File: src/rtl/pv_scheduler.sv
// rtl/pv_scheduler.sv - PV+ inhibition scheduler sharing one leaky integrator across L2/3, L4 and L5.
// Optional macro PV_L5_FEEDBACK_EN enables the L5 update step and its term in the total.
module pv_scheduler #(
  parameter int WIDTH     = 18,
  parameter int FRAC      = 14,
  parameter int TAU_SHIFT = 3
) (
  input  logic                    clk,
  input  logic                    rst,
  input  logic                    clk_en,
  input  logic signed [WIDTH-1:0] pyr_l23,
  input  logic signed [WIDTH-1:0] pyr_l4,
  input  logic signed [WIDTH-1:0] pyr_l5b,
  output logic signed [WIDTH-1:0] pv_l23_inhibition,
  output logic signed [WIDTH-1:0] pv_l4_inhibition,
  output logic signed [WIDTH-1:0] pv_l5_inhibition,
  output logic signed [WIDTH-1:0] pv_total_inhibition,
  output logic                    busy,
  output logic                    done,
  output logic                    overrun
);

  if (FRAC >= WIDTH) begin : g_frac_check
    $error("FRAC must be smaller than WIDTH");
  end

  typedef enum logic [2:0] {IDLE, UPD_L23, UPD_L4, UPD_L5, SUM} state_t;

  localparam logic signed [WIDTH-1:0] MAX_POS = {1'b0, {(WIDTH-1){1'b1}}};
  localparam logic signed [WIDTH-1:0] MIN_NEG = {1'b1, {(WIDTH-1){1'b0}}};

  state_t state, state_next;
  logic signed [WIDTH-1:0] lat_l23, lat_l4, lat_l5;
  logic signed [WIDTH-1:0] sel_drive, sel_pv, pv_next, total_next;
  logic signed [WIDTH-1:0] half_l4, quarter_l5;
  logic signed [WIDTH:0]   diff, step, acc;
  logic signed [WIDTH+1:0] tsum;

  // |x| with the most-negative code folded onto the largest positive value
  function automatic logic signed [WIDTH-1:0] abs_sat(input logic signed [WIDTH-1:0] x);
    if (x == MIN_NEG)   abs_sat = MAX_POS;
    else if (x[WIDTH-1]) abs_sat = -x;
    else                 abs_sat = x;
  endfunction

  assign busy = (state != IDLE);

  always_comb begin
    state_next = state;
    case (state)
      IDLE:    if (clk_en) state_next = UPD_L23;
      UPD_L23: state_next = UPD_L4;
`ifdef PV_L5_FEEDBACK_EN
      UPD_L4:  state_next = UPD_L5;
`else
      UPD_L4:  state_next = SUM;
`endif
      UPD_L5:  state_next = SUM;
      SUM:     state_next = IDLE;
      default: state_next = IDLE;
    endcase
  end

  // Shared integrator: operands are selected by the population being updated
  always_comb begin
    sel_drive = '0;
    sel_pv    = '0;
    case (state)
      UPD_L23: begin sel_drive = abs_sat(lat_l23); sel_pv = pv_l23_inhibition; end
      UPD_L4:  begin sel_drive = abs_sat(lat_l4);  sel_pv = pv_l4_inhibition;  end
      UPD_L5:  begin sel_drive = abs_sat(lat_l5);  sel_pv = pv_l5_inhibition;  end
      default: begin sel_drive = '0;               sel_pv = '0;                end
    endcase
    diff = {sel_drive[WIDTH-1], sel_drive} - {sel_pv[WIDTH-1], sel_pv};
    step = diff >>> TAU_SHIFT;
    acc  = {sel_pv[WIDTH-1], sel_pv} + step;
    if (acc[WIDTH])        pv_next = '0;
    else if (acc[WIDTH-1]) pv_next = MAX_POS;
    else                   pv_next = acc[WIDTH-1:0];
  end

  always_comb begin
    half_l4    = pv_l4_inhibition >>> 1;
    quarter_l5 = pv_l5_inhibition >>> 2;
    tsum = {{2{pv_l23_inhibition[WIDTH-1]}}, pv_l23_inhibition}
         + {{2{half_l4[WIDTH-1]}}, half_l4};
`ifdef PV_L5_FEEDBACK_EN
    tsum = tsum + {{2{quarter_l5[WIDTH-1]}}, quarter_l5};
`endif
    if (tsum[WIDTH+1])                total_next = '0;
    else if (|tsum[WIDTH:WIDTH-1])    total_next = MAX_POS;
    else                              total_next = tsum[WIDTH-1:0];
  end

  always_ff @(posedge clk) begin
    if (rst) begin
      state               <= IDLE;
      lat_l23             <= '0;
      lat_l4              <= '0;
      lat_l5              <= '0;
      pv_l23_inhibition   <= '0;
      pv_l4_inhibition    <= '0;
      pv_l5_inhibition    <= '0;
      pv_total_inhibition <= '0;
      done                <= 1'b0;
      overrun             <= 1'b0;
    end else begin
      state <= state_next;
      done  <= (state == SUM);
      if (clk_en && state != IDLE) overrun <= 1'b1;
      case (state)
        IDLE: if (clk_en) begin
          lat_l23 <= pyr_l23;
          lat_l4  <= pyr_l4;
          lat_l5  <= pyr_l5b;
        end
        UPD_L23: pv_l23_inhibition   <= pv_next;
        UPD_L4:  pv_l4_inhibition    <= pv_next;
        UPD_L5:  pv_l5_inhibition    <= pv_next;
        SUM:     pv_total_inhibition <= total_next;
        default: ;
      endcase
    end
  end

endmodule

File: config.mk
export PLATFORM = sky130hd
export DESIGN_NAME = pv_scheduler
export DESIGN_NICKNAME = d
export VERILOG_FILES = /design/src/rtl/pv_scheduler.sv
export SDC_FILE = /design/constraint.sdc
export NUM_CORES = 1
export LEC_CHECK = 0
export ABC_AREA = 1
export BUFFER_PORTS_ARGS = -buffer_cell sky130_fd_sc_hd__buf_2
export CAP_MARGIN = 5
export CORE_MARGIN = 10
export CORE_UTILIZATION = 63
export CTS_BUF_LIST = sky130_fd_sc_hd__clkbuf_16
export DETAILED_ROUTE_END_ITERATION = 16
export GPL_TIMING_DRIVEN = 0
export HOLD_SLACK_MARGIN = 0.05
export PLACE_DENSITY_LB_ADDON = 0.3
export SYNTH_ARGS = -nofsm -noshare
export SYNTH_HDL_FRONTEND = slang
export SYNTH_SLANG_ARGS = --single-unit
File: constraint.sdc
create_clock -name clk -period 8.87 [get_ports clk]
set_clock_uncertainty 0.1 [all_clocks]
set_input_delay 0 -clock clk [delete_from_list [all_inputs] [get_ports clk]]
set_output_delay 0 -clock clk [all_outputs]
set_load 0.02 [all_outputs]
# Yosys cells after proc, flatten, opt, wreduce, memory -nomap -nowiden
# Index checks and enable logic that the tools add are counted.
# word_totals
register_bits	128
inputBits	57
output_inout_bits	75
word_cells	44
# classes
n_addsub	6
eq_ne	8
mux	14
reduce_logical	6
# op_table
cell	count
$mux W18	8
$eq A18 B18 Y1 const B	3
$neg A18 Y18	3
$pmux W18 S3	1
$pmux W17 S3	1
$mux W17	2
$add A18 B16 Y19	1
$sub A18 B18 Y19	1
$add A17 B16 Y18	1
$pmux W3 S3	1
$eq A3 B2 Y1 const B	2
$reduce_or A2 Y1	2
$eq A3 B1 Y1 const B	1
$eq A3 B3 Y1 const B	1
$logic_not A3 Y1	1
$mux W3	1
$reduce_bool A3 Y1	1
$ne A2 B2 Y1 const B	1
$reduce_and A2 Y1	1
$logic_and A1 B1 Y1	1

# Logic depth before layout (Yosys ltp)
# Gate-level depths: netlist of run 1.
# depth
ltp_word	8
depth_mapped	36
depth_no_buf	35

# Worst setup path before layout of run 1
# No wires, ideal clock.
# synth_timing
path_kind	register to register
start	register state[2]
end	register pv_l4_inhibition[10]
setup_time_ps	128
arrival_time_ps	4501
t_required_ps	8642
setup_slack_ps	4141
path_stages_with_launch	30
n_path_buf	4
synth_period_minus_slack_ps	4729
cell_sequence	dfxtp_1 > inv_2 > nand3_1 > inv_1 > clkbuf_1 > clkbuf_1 > clkbuf_1 > o21ai_0 > nand3_1 > ha_1 > a21oi_1 > o21a_1 > o21ai_0 > nand2_1 > nand2_1 > nand3_1 > nand2_1 > xnor2_1 > inv_1 > ha_1 > nand2_1 > nor2_1 > nand4_1 > o311ai_1 > inv_1 > nand2_2 > buf_6 > nand3_1 > nand2_2 > a21oi_1
# synth_between
elab_chain_cells	6
word_cells_on_any_way	9
classes_between	2 x add/sub; 3 x eq/ne; 4 x mux
# synth_rtl
item	line_no	text
start, declared	32	state_t state, state_next;
start signal, assigned	108	state <= state_next;
$eq A3 B2 Y1, or another cell as far along	68	case (state)
$pmux W18 S3 / $pmux W17 S3 (equally long branches)	68	
$sub A18 B18 Y19	74	diff = {sel_drive[WIDTH-1], sel_drive} - {sel_pv[WIDTH-1], sel_pv};
$add A18 B16 Y19	76	acc = {sel_pv[WIDTH-1], sel_pv} + step;
$mux W17	78	else if (acc[WIDTH-1]) pv_next = MAX_POS;
$mux W17	77	if (acc[WIDTH]) pv_next = '0;
end signal, assigned	118	UPD_L4: pv_l4_inhibition <= pv_next;
end, declared	15	output logic signed [WIDTH-1:0] pv_l4_inhibition,
# Several ways; a longest one is shown, not always the timed one.
# A chain may end at the register's enable or synchronous reset.

# Final worst setup path of run 1
# layout_timing
start	register state[2]
end	register pv_l23_inhibition[3]
# layout_between
elab_chain_cells	6
word_cells_on_any_way	9
classes_between	2 x add/sub; 3 x eq/ne; 4 x mux
# layout_rtl
item	line_no	text
$eq A3 B2 Y1 / $eq A3 B1 Y1 (equally long branches)	68, 111	
$pmux W18 S3 / $pmux W17 S3 (equally long branches)	68	
$sub A18 B18 Y19	74	
$add A18 B16 Y19	76	
$mux W17	78	
$mux W17	77	
end signal, assigned	117	UPD_L23: pv_l23_inhibition <= pv_next;
end, declared	14	output logic signed [WIDTH-1:0] pv_l23_inhibition,
# Several ways; a longest one is shown, not always the timed one.

==> metrics, run 1 <==
Pins Over Slew Limit=0; fin crit share=68.9%; CTS tree=built; EDFF count, synth=0; Cell Rows=43; actual slew at the worst max-slew pin=between 0.6 and 0.7 ns; post-CTS setup buffer count=0; initial antenna violation count=2; final hold vios=0; drt wl/cell=approximately 18 um; Max Cap Viol=0; largest area contributor in the netlist=dfxtp_1; CTS Buf Count=17; die width=138 um; largest fanout on the critical path=10; Total GRT Usage=a little under a third; nets=1614; Distinct cells, synth=47; Static Leakage=5.21 nW; grt met3 use=8.05%; synthesized flop and latch total=127; TNS Setup=0 ns; Fill cells=1067; unrepaired setup endpoints after global routing=false; crit path DAT=6.30 ns; post-detailed-route count of antenna-violating nets=0; final wirelength=31200 um; CTS root buffer=clkbuf_16; pin count of the biggest net entering global routing=17; gpl congestion=1.06; DR DRC count=0; vias in the first global route=between 9000 and 10000; CP peak stage delay=0.46 ns; top cell type's share of synthesized area=28.8%; io pins=132; Mapped Area=between 8000 and 9000 um2; CP most frequent cell=nand2_1; Period minus WS final=6.11 ns; die area=between 15000 and 20000 um2; clock sinks=127; Clk pin slew, worst setup/hold paths=0.06 ns; critical path class=flop to flop; I/O Buffers=127; share of layout cells above drive strength 1=13.9%; Ys Warns=0; WP data required=9.06 ns; ranking of synthesized cells by area=dfxtp_1 (29%), o21ai_0 (12%), a21oi_1 (11%); register area share after synthesis=28.8%; status=complete, no violations; DR iter-0 viols=1196; max_slew headroom=about 55%; Pwr Density=198 nW/um2; drt via density=6.01; first-pass GRT wire length=49500 um; CP endpoint kind=flop; TritonRoute pass-1 iters=8; Setup crit end=pv_l23_inhibition[3]; vias=10200; flop2flop setup slack=2.76 ns; clock buffer depth=2; HP Class=input port to flop; fmax=164 MHz; Final WS setup=2.76 ns; critical path's slowest cell=o311ai_1; area growth from synthesis to layout=22.0%; # H-tree levels=4; Syn Inst Count=1297; FF-to-FF End=pv_l23_inhibition[3]; Die H=138 um; Critical Path Start=state[2]; Worst Setup Start Kind=flop; Mean Syn Cell Area=6.82 um2; Setup Viol. Count Final=0; Overflow after GRT=0; worst-case reg-to-reg path depth=30; critical hold path startpoint=rst; share of synthesized registers carrying an async set or reset=0%; GRT met2 Usage=49.1%; Initial Util=63.9%; DP Worst Slack=~2.9 ns; worst skew pair latency=0.43 ns; gr busiest metal=met2; Max VDD drop=roughly 0.18 mV; top_reg_cell synth=dfxtp_1; GRT met1 Usage=39.2%; hpwl dp=between 20000 and 25000 um; RR Startpoint=state[2]; Core ar.=13800 um2
area by class of cell:
| class | count | area [um2] | share of cell area, % |
|---|---|---|---|
| Multi-Input combinational cell | 970 | 5490 | 50.9 |
| Clock buffer | 17 | 425 | 3.94 |
| Timing Repair Buffer | 183 | 1200 | 11.1 |
| Antenna cell | 3 | 7.51 | 0.0696 |
| Tap cell | 180 | 225 | 2.09 |
| Clock inverter | 14 | 80.1 | 0.742 |
| Buffer | 61 | 284 | 2.63 |
| Sequential cell | 127 | 2540 | 23.6 |
| Inverter | 142 | 533 | 4.94 |
flip-flops by register name, indices dropped and copies added, names as in the netlist:
register,count
done,1
lat_l23,18
lat_l4,18
lat_l5,18
overrun,1
pv_l23_inhibition,17
pv_l4_inhibition,17
pv_l5_inhibition,17
pv_total_inhibition,17
state,3
report_power, final:
part | internal, mW | switching (mW) | total (mW)
clock | 0.348 | 0.268 | 0.616
sequential | 0.610 | 0.0415 | 0.652
combinational | 0.303 | 0.562 | 0.866
worst max-delay path, delay by kind of cell (launching register included):
family / cells / cell delay (ns)
DFF: 1 / 0.31
buffers and inverters: 8 / 1.90
and+or+nand+nor: 14 / 1.65
AOI/OAI and AO/OA: 6 / 1.38
adders and majority gates: 2 / 0.62
metrics by stage:
| step | power (mW) | cells | hold WS (ns) | util (%) | area (um2) |
|---|---|---|---|---|---|
| after floorplan | 1.27 | 1300 | -0.0309 | - | 8850 |
| after global placement | 1.46 | 1607 | 0.157 | 70.3 | 9710 |
| after detailed placement | 1.48 | 1607 | 0.165 | 70.3 | 9710 |
| after CTS | 2.10 | 1694 | 0.262 | 78.0 | 10800 |
| after global routing | 2.25 | 1696 | 0.316 | 78.0 | 10800 |
| final | 2.13 | 1697 | 0.284 | 78.0 | 10800 |
synth_stat cells, types with 2 or more instances:
cell type and n:
ha_1 53, a21o_1 3, o221ai_1 4, dfxtp_1 127, buf_1 2, o31ai_1 9, xor2_1 43, nor4_1 7
nor2_1 79, inv_2 8, and2_1 7, a22oi_1 7, nand2_1 171, a31oi_1 6, nand3_4 2, nor3_2 4
xnor2_1 17, nand4_1 10, nand3_2 2, o21bai_1 5, nor2_2 5, a21oi_1 194, buf_6 3, clkbuf_1 50
nor2_4 5, buf_4 4, nand2_2 18, nand3_1 71, o211ai_1 3, nand3b_1 2, fa_1 2, a211oi_1 2
a32o_1 5, inv_1 134, o21ai_0 206, o21a_1 3, nor3_1 14
cell families (layout without fill, tap and decap cells):
group           after synthesis  count (layout)  share of synthesized area [%]
flops                       127             127                           28.8
fa+ha+maj                    55              55                           7.95
buf+inv                     203             417                           9.24
other cells                   1               7                         0.0424
simple gates                400             400                           20.9
xor+xnor                     60              60                           5.94
compound gates              451             451                           27.2
placed cells by master, fill, tap and decap left out, types with 8 or more instances in the layout:
cell             n
a21oi_1        194
buf_2          127
clkbuf_1        50
clkbuf_16       17
dfxtp_1        127
dlygate4sd3_1   56
ha_1            53
inv_1          136
inv_2            8
nand2_1        171
nand2_2         18
nand3_1         71
nand4_1         10
nor2_1          79
nor3_1          14
o21ai_0        206
o31ai_1          9
xnor2_1         17
xor2_1          43
how the worst min path moves through the flow:
stage / to / slack, ns / cells past startpoint
after floorplan: pv_total_inhibition[16] / -0.03 / 1
after global placement: pv_total_inhibition[16] / 0.16 / 2
after detailed placement: pv_total_inhibition[16] / 0.17 / 2
after CTS: state[2] / 0.26 / 3
final: pv_total_inhibition[16] / 0.28 / 3
after global routing: done / 0.32 / 3
per-layer routing:
metal,wire (um),up-vias
li1,-,4852
met1,12400,4616
met2,14200,622
met3,3510,102
met4,1060,0
met5,0,-
repair_timing:
item	in CTS	in global routing
gates resized for setup	0	0
hold endpoints to repair	60	0
hold buffers	56	0
Note: power is estimated with default switching activity, not from simulation.
==> run 2: changes to the inputs <==
Settings changed: CORE_UTILIZATION 63 to 53.
Clock period 8.87 ns to 4.96 ns, I/O delays scaled along.
==> metrics, run 2 (synthesis gave the netlist of run 1 again) <==
worst-case reg-to-reg path depth=31; clock buffer depth=2; Hold Crit Depth=3; Pins Over Slew Limit=0; CTS root buffer=clkbuf_16; CP endpoint kind=flop; vias=10300; actual slew at the worst max-slew pin=0.725 ns; TritonRoute pass-1 iters=6; fin crit share=101%; Overflow after GRT=0; CP peak stage delay=approximately 0.36 ns; clock sinks=127; Initial Util=53.7%; share of layout cells above drive strength 1=approximately 26%; hpwl dp=about 24000 um; critical path's slowest cell=dfxtp_2; Seq pwr share=26.0%; clock share of power=between 20 and 30%; vias in the first global route=9528; largest fanout on the critical path=9; post-detailed-route count of antenna-violating nets=0; Total Power=4.49 mW; first-pass GRT wire length=slightly below 50000 um; Period minus WS final=~5 ns; drt wl/cell=18.7 um; Crit path depth=31; Worst Setup Start Kind=flop; Die H=roughly 150 um; critical path class=flop to flop; Final WS setup=-0.0407 ns; CTS Buf Count=17; flop2flop setup slack=-0.04 ns; worst skew pair latency=between 0.4 and 0.5 ns; # H-tree levels=4; Static Leakage=5.70 nW; Cell Rows=47; pin count of the biggest net entering global routing=17; Comb power frac=45.3%; CTS tree=built; Pwr Density=371 nW/um2; final hold vios=0; Max Cap Viol=0; status=finished, violations left; I/O Buffers=between 100 and 150; unrepaired setup endpoints after global routing=true; max_slew headroom=51.7%; FF-to-FF End=pv_l4_inhibition[8]; Core ar.=between 15000 and 20000 um2; critical path's top delay family=simple AND/OR/NAND/NOR gates; biggest regs=lat_l23: 18 flops, lat_l4: 18 flops, lat_l5: 18 flops; failing checks=negative setup slack; crit path DAT=5.19 ns; HP Class=input port to flop; most common cell after layout, fill and taps aside=a21oi_1; gpl congestion=0.966; die area=22300 um2; CP Buf/Inv Count=3; most frequent cells in the layout=a21oi_1 (170), o21ai_0 (166), nand2_1 (155); io pins=132; Sw Ratio=40.5%; Max VDD drop=0.292 mV; WP data required=5.15 ns; DR DRC count=0; Clk pin slew, worst setup/hold paths=0.06 ns; DR iter-0 viols=approximately 1200; RR Startpoint=lat_l5[1]; area growth from synthesis to layout=37.0%; final wirelength=roughly 33000 um; Setup crit end=pv_l4_inhibition[8]; die width=149 um; initial antenna violation count=0; nets=1648; fmax=between 150 and 200 MHz; Critical Path Start=lat_l5[1]; Setup Viol. Count Final=18; DP Worst Slack=-1.00 ns; drt via density=about 5.8; CP most frequent cell=nand2_1; NetSw=about 1.8 mW; Total GRT Usage=a little over a quarter; Power Internal=2.67 mW
## run 2: cell type report
class / instances / area (um2)
repair buffers: 217 / 1480
diodes: 1 / 2.50
multi-input cells: 970 / 6340
clock inverters: 15 / 171
inverters: 142 / 546
fillers: 1277 / 4350
well taps: 220 / 275
flip-flops and latches: 127 / 2540
clock buffers: 17 / 425
plain buffers: 61 / 329
## run 2: worst reg2reg max path: cells and delay by family, from the launching register on
family                   cells  cell delay (ns)
AO/OA/AOI/OAI                4             0.73
XOR/XNOR                     1             0.15
adder cells (fa/ha/maj)      3             0.79
buffers and inverters        3             0.38
flip-flops                   1             0.36
AND/OR/NAND/NOR             20             2.36
## run 2: repair_timing
| action | 4_1_cts | 5_1_grt |
|---|---|---|
| pin swaps | 24 | 65 |
| setup endpoints to repair | 51 | 51 |
| hold endpoints to repair | 60 | 0 |
| hold buffers | 56 | 0 |
| buffers inserted | 5 | 27 |
| gates resized for setup | 86 | 166 |
| cloned | 0 | 2 |
## run 2: layer usage
metal	up-vias	GRT usage [%]	share of wire (%)
li1	4926	-	-
met1	4779	34.6	41
met2	536	46.1	47
met3	106	6.43	8.8
met4	0	7.36	3.3
met5	-	0	0
## run 2: power by group through the flow
| stage | combinational [mW] | sequential [mW] | clock [mW] |
|---|---|---|---|
| 2_1_floorplan | 1.08 | 1.20 | 0 |
| 3_3_place_gp | 1.46 | 1.18 | 0 |
| 3_5_place_dp | 1.47 | 1.18 | 0 |
| 4_1_cts | 1.61 | 1.16 | 1.28 |
| 5_1_grt | 2.20 | 1.18 | 1.32 |
| 6_report | 2.04 | 1.17 | 1.29 |
## run 2: stage by stage
step	util, %	cells	TNS (ns)	area (um2)	hold slack, ns
final	73.6	1770	-0.302	12100	0.278
after global routing	73.6	1769	-9.15	12100	0.300
after CTS	68.8	1740	0	11300	0.267
after detailed placement	59.3	1647	-48.02	9760	0.168
after global placement	59.3	1647	-41.74	9760	0.161
after floorplan	-	1300	0	8850	-0.0309
## run 2: worst min-delay path by stage
stage | start | end | slack, ns
after floorplan | rst | pv_total_inhibition[16] | -0.03
after global placement | clk_en | overrun | 0.16
after global routing | rst | pv_total_inhibition[16] | 0.30
after detailed placement | rst | pv_total_inhibition[16] | 0.17
after CTS | rst | pv_total_inhibition[16] | 0.27
final | rst | pv_total_inhibition[16] | 0.28
